File: config.mk
export PLATFORM = sky130hd
export DESIGN_NAME = div_unit
export DESIGN_NICKNAME = d
export VERILOG_FILES = /design/src/rtl/div_unit.sv
export SDC_FILE = /design/constraint.sdc
export NUM_CORES = 1
export LEC_CHECK = 0
export CAP_MARGIN = 30
export CORE_MARGIN = 2
export CORE_UTILIZATION = 50
export DETAILED_ROUTE_END_ITERATION = 16
export HOLD_SLACK_MARGIN = 0.06
export PLACE_DENSITY = 0.73
export SYNTH_ARGS = -nofsm -noshare
export SYNTH_HDL_FRONTEND = slang
export SYNTH_SLANG_ARGS = --single-unit
File: constraint.sdc
create_clock -name clk -period 2.9 [get_ports clk]
set_clock_uncertainty 0.15 [all_clocks]
set_input_delay 0.58 -clock clk [delete_from_list [all_inputs] [get_ports clk]]
set_output_delay 0.58 -clock clk [all_outputs]
set_load 0.1 [all_outputs]
File: src/rtl/div_unit.sv
// Iterative 32-bit divider: restoring radix-2, one quotient bit per cycle.
// Supports DIV (two's complement) and DIVU; result packed as {remainder, quotient}.
`timescale 1ns/1ps
module div_unit (
  input  logic        clk,
  input  logic        rst,
  input  logic        start_i,
  input  logic        signed_div_i,
  input  logic [31:0] opdata1_i,
  input  logic [31:0] opdata2_i,
  input  logic        annul_i,
  output logic [63:0] result_o,
  output logic        ready_o
);

  localparam int DATA_W = 32;

  localparam logic [1:0] IDLE    = 2'd0;
  localparam logic [1:0] BY_ZERO = 2'd1;
  localparam logic [1:0] ON      = 2'd2;
  localparam logic [1:0] END     = 2'd3;

  logic [1:0]          state;
  logic [5:0]          cnt;
  logic [2*DATA_W:0]   acc;
  logic [DATA_W-1:0]   dvsr;
  logic                neg_quo;
  logic                neg_rem;

  logic                start_ok;
  logic                dvd_neg;
  logic                dvs_neg;
  logic                step_ge;
  logic [DATA_W-1:0]   step_diff;

  function automatic logic [DATA_W-1:0] mag(input logic [DATA_W-1:0] v, input logic sgn);
    logic signed [DATA_W-1:0] s;
    s = $signed(v);
    if (sgn && s < 0) mag = $unsigned(-s);
    else              mag = v;
  endfunction

  function automatic logic [DATA_W-1:0] apply_sign(input logic [DATA_W-1:0] v, input logic neg);
    logic signed [DATA_W-1:0] s;
    s = $signed(v);
    if (neg) apply_sign = $unsigned(-s);
    else     apply_sign = v;
  endfunction

  assign start_ok = start_i & ~annul_i;
  assign dvd_neg  = signed_div_i & opdata1_i[DATA_W-1];
  assign dvs_neg  = signed_div_i & opdata2_i[DATA_W-1];

  // acc[64:32] is the pre-shifted partial remainder; when the trial difference is
  // non-negative it is below the divisor, so 32 bits of it are enough to keep.
  assign step_ge   = acc[2*DATA_W:DATA_W] >= {1'b0, dvsr};
  assign step_diff = acc[2*DATA_W-1:DATA_W] - dvsr;

  // Operand / partial-remainder datapath (no reset: only meaningful while ON)
  always_ff @(posedge clk) begin
    if (state == IDLE && start_ok && opdata2_i != '0) begin
      acc     <= {{DATA_W{1'b0}}, mag(opdata1_i, signed_div_i), 1'b0};
      dvsr    <= mag(opdata2_i, signed_div_i);
      neg_quo <= dvd_neg ^ dvs_neg;
      neg_rem <= dvd_neg;
    end else if (state == ON && cnt != 6'd32) begin
      if (step_ge) acc <= {step_diff, acc[DATA_W-1:0], 1'b1};
      else         acc <= {acc[2*DATA_W-1:0], 1'b0};
    end
  end

  // Control and output registers. The divide-by-zero path enters END with
  // ready still low and raises it on the following edge.
  always_ff @(posedge clk or posedge rst) begin
    if (rst) begin
      state    <= IDLE;
      cnt      <= 6'd0;
      result_o <= '0;
      ready_o  <= 1'b0;
    end else begin
      case (state)
        IDLE: begin
          ready_o  <= 1'b0;
          result_o <= '0;
          cnt      <= 6'd0;
          if (start_ok) begin
            if (opdata2_i == '0) state <= BY_ZERO;
            else                 state <= ON;
          end
        end
        BY_ZERO: begin
          result_o <= '0;
          state    <= END;
        end
        ON: begin
          if (annul_i) begin
            state    <= IDLE;
            cnt      <= 6'd0;
            result_o <= '0;
            ready_o  <= 1'b0;
          end else if (cnt == 6'd32) begin
            result_o <= {apply_sign(acc[2*DATA_W:DATA_W+1], neg_rem),
                         apply_sign(acc[DATA_W-1:0], neg_quo)};
            ready_o  <= 1'b1;
            cnt      <= 6'd0;
            state    <= END;
          end else begin
            cnt <= cnt + 6'd1;
          end
        end
        END: begin
          if (start_i) begin
            ready_o <= 1'b1;
          end else begin
            state    <= IDLE;
            ready_o  <= 1'b0;
            result_o <= '0;
          end
        end
        default: state <= IDLE;
      endcase
    end
  end

endmodule

Yosys cells after proc, flatten, opt, wreduce, memory -nomap -nowiden:

Cells that the tools add are included.

* add/sub/neg operators: 6
* $lt $le $gt $ge: 3
* equality and inequality tests: 8
* multiplexer cells: 24
* bitwise operators: 5
* reductions and logical operators: 15

Operators by type and width (count)
* 64-bit 2-to-1 mux: 3
* 64-bit case mux with 3 select lines: 1
* 32-bit 2-to-1 mux: 4
* 32-bit negator: 4
* 33-bit 2-to-1 mux: 2
* 65-bit 2-to-1 mux: 1
* 32-bit by 1-bit < comparator with 1-bit output, second input constant: 2
* 33-bit by 32-bit >= comparator with 1-bit output: 1
* 32-bit logical NOT: 1
* 32-bit nonzero test: 1
* 32-bit subtractor: 1
* 6-bit 2-to-1 mux: 2
* 6-bit case mux with 2 select lines: 1
* 2-bit 2-to-1 mux: 5
* 2-bit case mux with 4 select lines: 1
* 6-bit by 1-bit adder with 6-bit output, second input constant: 1
* 6-bit == test, second input constant: 1
* 6-bit inequality test, second input constant: 1
* 1-bit logical AND: 5
* 2-bit == test, second input constant: 2
* 2-bit inequality test, second input constant: 2
* 2-bit AND reduction: 2
* 2-bit nonzero test: 2
* 1-bit AND: 3
* 10 further kinds: 12

* bits in registers: 172
* input port bits: 69
* word-level logic and storage cells: 70

Longest topological paths before layout:

Gate-level depths: netlist (run 1).

* word-level depth: 5
* depth in mapped cells: 12
* depth with buffers taken out: 11

Worst setup path after synthesis (run 1):

Ideal clock, no wire load.

* path type: input-to-reg
* start: input port opdata2_i[1]
* end: register acc[10], enable pin
* library setup time: 0.403 ns
* data arrival time: 3.032 ns
* data required time: 2.347 ns
* path slack: -0.684 ns
* cell stages on the path: 10
* cells stage by stage: inv_1 ha_1 or4b_1 nor4_2 nand4_1 nand4_1 buf_2 inv_2 nor2_4 inv_1

* cells in the longest elaborated chain, start to end: 3

Ends and longest elaborated chain
* from (decl): line 10 `input logic [31:0] opdata2_i,`
* 32-bit nonzero test: line 61 `if (state == IDLE && start_ok && opdata2_i != '0) begin`
* 1-bit logical AND: line 61
* 2-bit nonzero test (no source line)
* to (signal assigned): line 62 `acc <= {{DATA_W{1'b0}}, mag(opdata1_i, signed_div_i), 1'b0};`
* to (signal assigned): line 67 `if (step_ge) acc <= {step_diff, acc[DATA_W-1:0], 1'b1};`
* to (signal assigned): line 68 `else acc <= {acc[2*DATA_W-1:0], 1'b0};`
* to (decl): line 25 `logic [2*DATA_W:0] acc;`

Every way passes these cells.
A chain may end at the register's enable or synchronous reset.

Worst setup path after layout (run 1):

* start: register dvsr[0]
* end: register acc[61]

* cells in the longest elaborated chain, start to end: 2

Ends and longest elaborated chain
* from (decl): line 26 `logic [DATA_W-1:0] dvsr;`
* from (signal assigned): line 63 `dvsr <= mag(opdata2_i, signed_div_i);`
* 32-bit subtractor / 33-bit by 32-bit >= comparator with 1-bit output (equally long branches): line 57, 56
* 65-bit 2-to-1 mux *: line 67

Every way passes the cells marked *; elsewhere a longest branch is shown, timed or not.

==> results list, run 1 <==
- Wire length of the first global-routing pass: 49600 um
* Detailed router's first-iteration violation count: 780
- For this run, design rule violations remaining after detail routing come to 0.
* Total congestion overflow after global routing: 0
* Mean post-synth cell area: 8.82 um^2
- Transition time of the tightest slew-check pin: 0.614 ns
- Along the worst path, the maximum fanout reaches 2.
- Across all setup checks in the final design, the least slack found is -0.0680 ns.
* Post-synthesis instance area: 0.0110 mm^2
* Max Clock Freq: 0.337 GHz
- In this run the tool buffered the top-level ports with 133 buffer cells.
* DP HPWL: 23300 um
- Die ar.: 0.0231 mm^2
- TritonCTS built the clock tree.
- Normalized max-slew margin: 0.587
* M3 GR Usage: 0.0388
* Inserted Diodes: 0
- Clock slew at reported path FFs: 0.07 ns
- CTS placed an instance of clkbuf_16 at the clock tree root.
* Initial antenna violation count: 0
* Total via count in the routed design: 10531
- Of the available clock period, the critical path in the final layout requires 1.02.
- The worst setup path is of the flip-flop to flip-flop kind.
* Maximum number of pins on one net before global-route repair: 74
- Number of detailed-routing iterations run before antenna repair: 5
- The number of global-route vias before repair came to 9798.
- Unique cell type count in the Yosys netlist: 66
- The longest clock path from root to sink contains 2 buffers.
- At the placement stage, the worst setup path has a slack of -0.874 ns.
* Share of cells above drive strength 1: 0.262
- Sequential-to-total area share from yosys stat: 0.408
- Met1 Track Usage GR: 0.361
* Post-synthesis net count: 1351
* Kind of capture point of the worst setup path: flip-flop
- TritonCTS sink count: 172
- During I/O placement, the number of pins put on the boundary was 134.
* P_leak: 6.63 nW
* Final Critical Period: 2.97 ns
- Synthesis inferred 172 register bits.
- IR drop worst, VDD: 429 uV
* Total number of H-tree levels: 4
* Height of the chip: 152 um
- Cell type with the largest total area after synthesis: edfxtp_1
* Final std cells w/o fill: 1861
- Multi-input logic area: 0.00639 mm^2
* Number of placed cells counting well taps: 1807
- In the synthesized netlist the async set-or-reset flop fraction comes to 0.424.
- Hold timing on the final database bottoms out at a slack of 0.332 ns.
- Setup repair after global routing missed its margin: true
- After detailed routing, the average wire length per cell comes to 16.8 um.
- Counting every instance in the synthesized netlist gives 1243.
- Count of antenna-violating nets left after detailed routing: 0
* Via count normalized by instance count: 5.66
* Synthesis-to-layout area growth: 36.9%
- For this run, global-route usage on met2 was measured as 0.425.
- Ys Warns: 0
- Outcome: finished with violations
- Storage element area: 0.00447 mm^2
- Final wirelength: 31300 um
* GR Util All Layers: 0.262
- Global placer's final weighted congestion: 0.936
* Final Hold Viols: 0
- Clock buffers created by TritonCTS: 17
- The tool flagged a number of max-cap violations equal to 0.
- The later pin in the worst-skew pair is clocked with a latency of 0.44 ns.
- The floorplan has 54 rows.
- For this configuration, the core starts out at a cell density of 0.506.
- The net count of the finished layout is 1676.
- For this run, the share of the core covered by cells in the final layout is 0.692.
- Finish-stage setup viols: 3
- Violated checks: negative setup slack
- In this run the most used layer during global routing was met2.
- For the worst setup path, the data arrival time is 3.14 ns.
- Die extent in x: 152 um
- The completed layout was analyzed and its total power is 13.2 mW.
- Startpoint type of the worst setup path: flip-flop
* Number of flops mapped to enable cells by yosys: 66
- Req. time, crit path: 3.08 ns
- Filler Cell Count: 1747
- Core ar.: 0.0217 mm^2
* HP Class: flip-flop to flip-flop
- Of the post-synthesis cell area, the dominant cell type holds 0.181.
* Biggest area contributors in the synthesized netlist: edfxtp_1, dfrtp_1, o21ai_0
* P per Cell Area: 876 mW/mm^2
- Dominant register cell in the synthesized netlist: dfrtp_1
- Number of slew-limit violations in the final report: 0
==> worst max-delay path: stages (launching register included) <==
cell and delay, ns:
edfxtp_1 0.43, ha_2 0.21, fa_2 0.34, nor2b_2 0.13, o21bai_1 0.11, a2111o_1 0.41, nand4_1 0.18, a311oi_2 0.14
or4_4 0.54, a21oi_2 0.13, o31ai_1 0.06
==> cells in the mapped netlist, types with 3 or more instances <==
| cell type | n |
|---|---|
| o41ai_1 | 19 |
| or4_1 | 13 |
| ha_1 | 38 |
| inv_1 | 59 |
| a32oi_1 | 4 |
| mux2i_1 | 22 |
| nand4_1 | 12 |
| a21o_1 | 18 |
| a21oi_1 | 63 |
| edfxtp_1 | 66 |
| or2_2 | 7 |
| o2111ai_1 | 3 |
| o211ai_1 | 10 |
| a211o_1 | 3 |
| o21a_1 | 6 |
| a311oi_1 | 4 |
| nor4_1 | 12 |
| clkbuf_1 | 48 |
| dfrtp_1 | 73 |
| or3_1 | 9 |
| a31oi_1 | 9 |
| and3_1 | 6 |
| dfxtp_1 | 33 |
| nand2_1 | 178 |
| nand3_1 | 31 |
| and2_1 | 8 |
| or4_4 | 3 |
| xor2_1 | 86 |
| o21ai_0 | 171 |
| buf_2 | 4 |
| and4_1 | 3 |
| o31ai_1 | 30 |
| nor3_1 | 18 |
| nand2b_1 | 13 |
| nor2b_1 | 7 |
| nor2_1 | 57 |
| o22ai_1 | 4 |
| xnor2_1 | 55 |
==> final timing paths <==
| kind | end | slack (ns) | depth (start not counted) | startpoint |
|---|---|---|---|---|
| setup / recovery | acc[61]$_SDFFE_PP0P_ | -0.07 | 10 | dvsr[0]$_DFFE_PP_ |
| hold / removal | result_o[4]$_DFFE_PP0P_ | 0.33 | 2 | result_o[4]$_DFFE_PP0P_ |
| setup reg to reg | acc[61]$_SDFFE_PP0P_ | -0.07 | 10 | dvsr[0]$_DFFE_PP_ |
| hold reg to reg | result_o[4]$_DFFE_PP0P_ | 0.33 | 2 | result_o[4]$_DFFE_PP0P_ |
| max in group asynchronous | state[1]$_DFFE_PP0P_ | 1.88 | 3 | rst |
| min in group asynchronous | result_o[27]$_DFFE_PP0P_ | 0.39 | 3 | rst |
==> state kept, by name, summed over array words and instances (netlist names) <==
register / flops
cnt: 6
result_o: 64
dvsr: 32
ready_o: 1
neg_rem: 1
neg_quo: 1
state: 2
acc: 65
==> logic make-up after synthesis <==
group | share of synthesized area
buf+inv | 0.0408
flops | 0.408
mux | 0.0211
simple gates | 0.171
fa+ha+maj | 0.0452
xor+xnor | 0.113
compound gates | 0.202
==> report_power, final <==
part	leakage, nW	total [mW]	internal [mW]	switching, mW
Sequential	1.92	3.83	3.22	0.606
Clock	0.287	2.23	1.15	1.08
Combinational	4.43	7.10	3.24	3.85
==> per-layer routing <==
| layer | wire length [um] | vias up |
|---|---|---|
| met4 | 734 | 0 |
| met2 | 15000 | 374 |
| li1 | - | 5138 |
| met3 | 1770 | 57 |
| met1 | 13800 | 4962 |
| met5 | 0 | - |
==> through the flow <==
stage / instance area [um^2] / setup TNS, ns
2_1_floorplan: 11000 / -14.67
3_3_place_gp: 14000 / -85.68
3_5_place_dp: 14000 / -102.42
4_1_cts: 14700 / -0.426
5_1_grt: 15000 / -0.589
6_report: 15000 / -0.0941
==> layout make-up <==
| type | count | area share |
|---|---|---|
| clock buffer | 17 | 0.0283 |
| tap | 280 | 0.0233 |
| clock inverter | 15 | 0.00983 |
| inverter | 60 | 0.0175 |
| timing repair buffer | 362 | 0.197 |
| sequential | 172 | 0.298 |
| multi-input combinational | 955 | 0.426 |
==> cells in the final DEF (no fill, tap or decap), types with 7 or more instances in the layout <==
cell type / instances
nand3_1: 29
o21ai_0: 154
dfrtp_1: 73
a31oi_1: 8
nand2_1: 176
a21oi_1: 51
ha_1: 32
a21oi_2: 10
edfxtp_1: 66
or4_4: 10
xor2_1: 86
or2_2: 7
buf_4: 282
dfxtp_1: 32
dlygate4sd2_1: 12
o21ai_1: 16
nor4_1: 8
nor3_1: 16
o31ai_1: 29
nand2b_1: 13
or3_1: 8
mux2i_1: 22
clkbuf_16: 18
and2_1: 8
inv_1: 54
nand4_1: 12
a21o_1: 18
xnor2_1: 54
clkdlybuf4s50_1: 47
buf_6: 8
o211ai_1: 10
o41ai_1: 18
nor2_1: 54
==> timing repair <==
action,4_1_cts,5_1_grt
resized for setup,61,71
pin swaps,24,40
hold buffers,0,0
setup buffers,8,12
gates cloned,2,2
endpoints found under the setup margin,134,69
No activity file was read; power rests on OpenSTA's default activity.
==> inputs of run 2 (changes only) <==
--- a/config.mk
+++ b/config.mk
@@ -7,10 +7,10 @@
 export LEC_CHECK = 0
 export CAP_MARGIN = 30
 export CORE_MARGIN = 2
-export CORE_UTILIZATION = 50
+export CORE_UTILIZATION = 30
 export DETAILED_ROUTE_END_ITERATION = 16
 export HOLD_SLACK_MARGIN = 0.06
-export PLACE_DENSITY = 0.73
+export PLACE_DENSITY = 0.47
 export SYNTH_ARGS = -nofsm -noshare
 export SYNTH_HDL_FRONTEND = slang
 export SYNTH_SLANG_ARGS = --single-unit
==> run 2 against run 1 <==
Compared with the run above:
- the flow still finishes with violations (negative setup slack)
- combinational power up 8.5%
- power up 4.1%
- clock power down 3%
- via count down 2.5%
- final cell count up 12%
- sequential power about the same
- critical path type unchanged
- largest cell class unchanged
- sequential share of layout area down 1.2 points
- die area up 65%
- wire length up 10%
==> results list, run 2 (synthesis gave the netlist of run 1 again) <==
- Share of cells above drive strength 1: 0.291 (+0.0293)
* Outcome: finished with violations
- The maximum root-to-sink buffer count came to 2 (unchanged).
- Clock Root Buffer: clkbuf_16
- The largest fanout on the critical path was 2 (unchanged).
- Via count normalized by instance count: 4.92 (-13%)
- The number of remaining DRC errors was 0 (unchanged).
- Combinational Power Share: 0.562 (+0.022)
* HP Class: input pin to flip-flop
- Synthesis-to-layout area growth: 42.8%
- Kind of capture point of the worst setup path: flip-flop
* Finish-stage setup viols: 2 (-1)
- IR drop worst, VDD: 409 uV (-4.6%)
- Crit share post-route: 1.08 (+0.0574)
- TritonCTS clock tree: yes
- The first-pass GRT wire length came to 54800 um (+11%).
- Final net count: 1716 (+2.4%)
* Count of antenna-violating nets left after detailed routing: 0 (unchanged)
- The HPWL after detailed placement was 26800 um (+15%).
- Inserted Diodes: 0 (unchanged)
* Setup repair after global routing missed its margin: true
* Initial antenna violation count: 0 (unchanged)
- TritonCTS sink count: 172 (unchanged)
* Max-cap viol count: 0 (unchanged)
* Maximum number of pins on one net before global-route repair: 65 (-12%)
- Worst hold slack: 0.267 ns (-0.0657 ns)
* Hold path startpoint: opdata2_i[0]
- Startpoint type of the worst setup path: flip-flop
- The later-pin clock latency in the skew report is 0.45 ns (about the same).
- Registers with the most flip-flops: acc x65, result_o x64, dvsr x32
- The H-tree level count was 4 (unchanged).
* Final Critical Period: 3.13 ns (+0.167 ns)
- The number of I/O pins is 134 (unchanged).
- Rows: 70 (+30%)
* Routed length per placed instance: 16.5 um (-1.6%)
- The number of flip-flops under the largest register name is 65 (unchanged).
- The via count is 10271 (-2.5%).
- The layout filler cell count came to 3681 (+110%).
* P per Cell Area: 874 mW/mm^2 (-0.19%)
- Arrival time worst endpoint: 3.30 ns (+0.16 ns)
* Final wirelength: 34600 um (+10%)
- The most critical setup path has its startpoint at acc[32]$_DFFE_PP_.
- The max-slew violation count was 0 (unchanged).
- The switching power of the nets was 5.74 mW (+3.6%).
* Switching Fraction: 0.419 (-0.00208)
- Detailed router's first-iteration violation count: 555 (-29%)
* Height of the chip: 195 um (+28%)
* Final critical-path setup slack: -0.235 ns (-0.167 ns)
* Initial core utilization: 0.302 (-0.203)
- The leakage power came to 6.88 nW (+3.7%).
- The critical path required time came to 3.07 ns (about the same).
* Multi-input logic area: 0.00650 mm^2 (+1.7%)
* Reg2reg start: acc[32]$_DFFE_PP_
- GR Util All Layers: 0.182 (-0.0796)
* Die extent in x: 195 um (+28%)
- The area occupied by registers is 0.00447 mm^2 (unchanged).
* Total congestion overflow after global routing: 0 (unchanged)
- The worst slew margin relative to its limit was 0.638 (+0.0513).
- The library cell used most frequently in the layout, excluding fill and tap cells, is buf_4.
- The total die area is 0.0381 mm^2 (+65%).
- Cell-internal power: 7.95 mW (+4.5%)
- The total power consumption of the routed design came to 13.7 mW (+4.1%).
- The count of endpoints failing hold in the final timing report is 0 (unchanged).
* Number of detailed-routing iterations run before antenna repair: 5 (unchanged)
- The share of power burned in the clock network was 0.158 (-0.011).
- Violated checks: negative setup slack
* Count of buffers from port buffering: 133 (unchanged)
- Clock buffers created by TritonCTS: 17 (unchanged)
* Most frequent cells in the layout: buf_4, nand2_1, o21ai_0
* Largest Register: acc
* Max Clock Freq: 0.319 GHz (-5.3%)
- The clock slew at the register clock pins of the worst setup and hold paths came to 0.07 ns (about the same).
* Power share of the sequential group: 0.279 (-0.012)
- The number of global-route vias before repair is 10025 (+2.3%).
* Crit Path Category: flip-flop to flip-flop
- Global placer's final weighted congestion: 0.872 (-6.8%)
- The slew at the pin closest to its max-slew limit came to 0.542 ns (-0.0720 ns).
- The core outline area was 0.0363 mm^2 (+67%).
[run 2: changes by cell type in the layout (fill, tap and decap cells not counted), sizes merged, moves of 7 or more]
cell / previous run / this run
dlygate4sd2: 12 / 4
clkdlybuf4s50: 47 / 36
buf: 298 / 342
dlymetal6s2s: 0 / 7
inv: 69 / 61
[run 2: critical path: stages (launching register included)]
cell and delay [ns]:
edfxtp_1 0.43, inv_1 0.07, ha_2 0.20, fa_2 0.35, nor2b_2 0.13, o21bai_1 0.09
a2111o_1 0.42, nand4_1 0.20, a311oi_2 0.15, or4_4 0.56, a21oi_4 0.19, o31ai_2 0.07
[run 2: power groups by stage]
stage	logic [mW]	clock network, mW	registers, mW
after global placement	6.92	0	3.84
after detailed placement	6.95	0	3.84
final	7.70	2.17	3.83
after global routing	8.42	2.31	3.90
after floorplan	3.88	0	3.82
after CTS	7.47	2.22	3.80
[run 2: path summary, 6_finish.rpt]
path                                                  to  slack, ns  cells after the start
min in group asynchronous       result_o[30]$_DFFE_PP0P_       0.33                      2
worst max register to register      acc[61]$_SDFFE_PP0P_      -0.23                     11
max in group asynchronous           state[1]$_DFFE_PP0P_       1.64                      3
worst min-delay path                   dvsr[0]$_DFFE_PP_       0.27                      2
worst max-delay path                acc[61]$_SDFFE_PP0P_      -0.23                     11
worst min register to register  result_o[12]$_DFFE_PP0P_       0.33                      2
[run 2: area by class of cell]
type	count	area share
tap	468	0.0374
inverter	60	0.0169
timing repair buffer	402	0.211
multi-input combinational	955	0.415
clock inverter	13	0.00575
clock buffer	19	0.0283
sequential	172	0.285
[run 2: repair_timing]
action | CTS | global route
gates cloned | 4 | 1
hold endpoints to repair | 0 | 0
gates resized for setup | 104 | 87
setup buffers | 13 | 12
hold buffers | 0 | 0
pin swaps | 35 | 48
setup endpoints to repair | 134 | 77
[run 2: per-layer routing]
layer	track usage	share of wire	up-vias	routed length (um)
li1	-	-	5189	-
met2	0.299	0.46	196	16000
met3	0.0252	0.036	20	1240
met5	0	0	-	0
met4	0.0404	0.011	0	379
met1	0.255	0.49	4866	17000
[run 2: through the flow]
step,setup TNS (ns),instance area (um^2),worst slack [ns],util,instances
detailed placement,-99.47,14500,-0.839,0.400,2033
finish,-0.313,15700,-0.235,0.432,2089
global route,-2.09,15700,-0.329,0.432,2089
floorplan,-14.67,11000,-0.442,-,1243
global placement,-89.25,14500,-0.764,0.400,2033
CTS,-0.554,15400,-0.262,0.424,2081
==> inputs of run 3 (changes only) <==
--- a/config.mk
+++ b/config.mk
@@ -11,6 +11,7 @@
 export DETAILED_ROUTE_END_ITERATION = 16
 export HOLD_SLACK_MARGIN = 0.06
 export PLACE_DENSITY = 0.47
+export SKIP_LAST_GASP = 1
 export SYNTH_ARGS = -nofsm -noshare
 export SYNTH_HDL_FRONTEND = slang
 export SYNTH_SLANG_ARGS = --single-unit
==> run 3 against run 2 <==
Compared with the run above:
- the run still ends with negative setup slack left
- clock power is essentially flat
- flip-flop and latch count unchanged
- global-route usage about the same
- first-iteration DRC count grew 4.5%
- largest cell class unchanged
==> results list, run 3 (synthesis gave the netlist of run 1 again) <==
- The horizontal die dimension came to 195 um (unchanged).
- Clock slew at reported path FFs: 0.07 ns (about the same)
- The count of input and output buffers came to 133 (unchanged).
- The critical path required time is 3.07 ns (about the same).
* Most frequent cells in the layout: buf_4, nand2_1, o21ai_0
* GR Util All Layers: 0.182 (about the same)
* Cell-by-cell trace of the critical path: inv_1, ha_2, fa_2, nor2b_2, o21bai_1, a2111o_1, nand4_1, a311oi_2, or4_4, a21oi_4, o31ai_1
- DR DRC count: 0 (unchanged)
- Rows: 70 (unchanged)
- Number of global-route vias before repair: 10028 (+0.030%)
- Final Critical Period: 3.14 ns (+0.00814 ns)
- The final reports fail on negative setup slack.
- The maximum root-to-sink buffer count is 2 (unchanged).
- The slack of the critical path is -0.243 ns (-0.00814 ns).
- The portion of the clock cycle consumed by the worst path in the final layout was 1.08 (+0.00281).
* IR drop worst, VDD: 414 uV (+1.2%)
- The largest registers in the layout are acc x65, result_o x64, dvsr x32.
- The core outline area was 0.0363 mm^2 (unchanged).
* Top-Level Pins: 134 (unchanged)
* Share of cells above drive strength 1: 0.299 (+0.00827)
- The worst hold path belongs to the class input pin to flip-flop.
- The final weighted congestion in routability-driven placement is 0.872 (unchanged).
- The worst slew margin relative to its limit is 0.637 (-0.00188).
* Number of detailed-routing iterations run before antenna repair: 4 (-1)
* Height of the chip: 195 um (unchanged)
* Routed length per placed instance: 16.6 um (+0.53%)
- Overall power after layout: 13.8 mW (+0.50%)
* Outcome: finished with violations
- Flip-flop count of the largest register after layout: 65 (unchanged)
- The largest net degree at the start of global routing was 65 (unchanged).
- The power density over the cells came to 871 mW/mm^2 (-0.32%).
* Inserted Diodes: 0 (unchanged)
- The layout filler cell count came to 3666 (-0.41%).
- The clock sink total was 172 (unchanged).
- Max Fanout on Critical Path: 2 (unchanged)
- The number of buffer and inverter stages on the critical path came to 1 (unchanged).
* Kind of cell adding the most delay to the critical path: compound AO/OA/AOI/OAI gates
- Count of antenna-violating nets left after detailed routing: 0 (unchanged)
* Slowest cell on the critical path: or4_4
* Final Hold Viols: 0 (unchanged)
* Final net count: 1718 (+0.12%)
- The final setup violation count came to 2 (unchanged).
* Detailed router's first-iteration violation count: 580 (+4.5%)
- DP HPWL: 26800 um (unchanged)
* Number of slew-limit violations in the final report: 0 (unchanged)
- Startpoint type of the worst setup path: flip-flop
- Initial core utilization: 0.302 (unchanged)
* Via count normalized by instance count: 4.92 (about the same)
- Initial antenna violation count: 0 (unchanged)
* Max Clock Freq: 0.318 GHz (-0.26%)
* Clock Root Buffer: clkbuf_16
* Max-cap viol count: 0 (unchanged)
- The remaining global-route overflow is 0 (unchanged).
- Final wirelength: 34800 um (+0.62%)
- Synthesis-to-layout area growth: 44.0%
* Final cell utilization of the core: 0.436 (+0.00355)
- TritonCTS built the clock tree.
- P_leak: 6.91 nW (+0.50%)
* Setup repair after global routing missed its margin: true
- The register with the most flip-flops in the final layout is acc.
* Crit Path Category: flip-flop to flip-flop
- Total number of H-tree levels: 4 (unchanged)
- Insertion delay to the later sink of the worst-skew pair: 0.45 ns (about the same)
* Leading cell type in the layout, fill and taps excluded: buf_4
* Die ar.: 0.0381 mm^2 (unchanged)
* Wire length of the first global-routing pass: 54800 um (about the same)
- The stage delay of the slowest cell on the critical path came to 0.56 ns (about the same).
- The signal arrival time at the worst endpoint came to 3.31 ns (about the same).
* Total via count in the routed design: 10288 (+0.17%)
* Transition time of the tightest slew-check pin: 0.545 ns (+0.00281 ns)
- The number of clock buffers inserted by TritonCTS is 17 (unchanged).
- Kind of capture point of the worst setup path: flip-flop
run 3: changes by cell type in the layout (fill, tap and decap cells not counted), moves of 3 or more:
cell	delta
nor4_2	-3
o21ai_0	-15
dlymetal6s2s_1	-3
clkdlybuf4s15_1	-3
clkdlybuf4s50_1	+3
dlygate4sd2_1	+4
buf_2	-3
o21ai_2	+14
run 3: final timing paths:
kind,slack [ns],start,cells past startpoint,end
setup / recovery,-0.24,acc[32]$_DFFE_PP_,11,acc[61]$_SDFFE_PP0P_
hold / removal,0.26,opdata2_i[0],2,dvsr[0]$_DFFE_PP_
setup reg to reg,-0.24,acc[32]$_DFFE_PP_,11,acc[61]$_SDFFE_PP0P_
hold reg to reg,0.33,result_o[12]$_DFFE_PP0P_,2,result_o[12]$_DFFE_PP0P_
max in group asynchronous,1.64,rst,3,result_o[2]$_DFFE_PP0P_
min in group asynchronous,0.33,rst,2,result_o[29]$_DFFE_PP0P_
run 3: layout make-up:
cell class                 count  area (um^2)  area share
multi-input combinational    955         6570       0.416
sequential                   172         4470       0.283
timing repair buffer         404         3370       0.213
tap                          468          586      0.0371
clock buffer                  19          443      0.0280
inverter                      60          264      0.0167
clock inverter                13         90.1     0.00570
run 3: timing repair:
item                       4_1_cts  5_1_grt
cloned                           4        2
pin swaps                       35       61
hold buffers                     0        0
setup endpoints to repair      134       93
resized for setup               93      122
setup buffers                   13       14
run 3: metal layers:
layer	routed length [um]	global-route usage	part of all wire	vias to the layer above
met5	0	0	0	-
met2	16100	0.299	0.46	200
li1	-	-	-	5193
met4	384	0.0404	0.011	0
met1	17000	0.254	0.49	4872
met3	1300	0.0252	0.037	23
run 3: per-stage QoR:
step	setup TNS [ns]	hold slack, ns	instances	cell area [um^2]	setup WS [ns]
finish	-0.333	0.264	2091	15800	-0.243
floorplan	-14.67	0.319	1243	11000	-0.442
global route	-4.85	0.258	2091	15800	-0.336
CTS	-1.15	0.341	2081	15400	-0.262
global placement	-89.25	0.314	2033	14500	-0.764
detailed placement	-99.47	0.325	2033	14500	-0.839
run 3: report_power, final:
part / switching (mW) / internal, mW
clock network: 1.05 / 1.12
logic: 4.11 / 3.66
registers: 0.604 / 3.22
total: 5.76 / 8.00
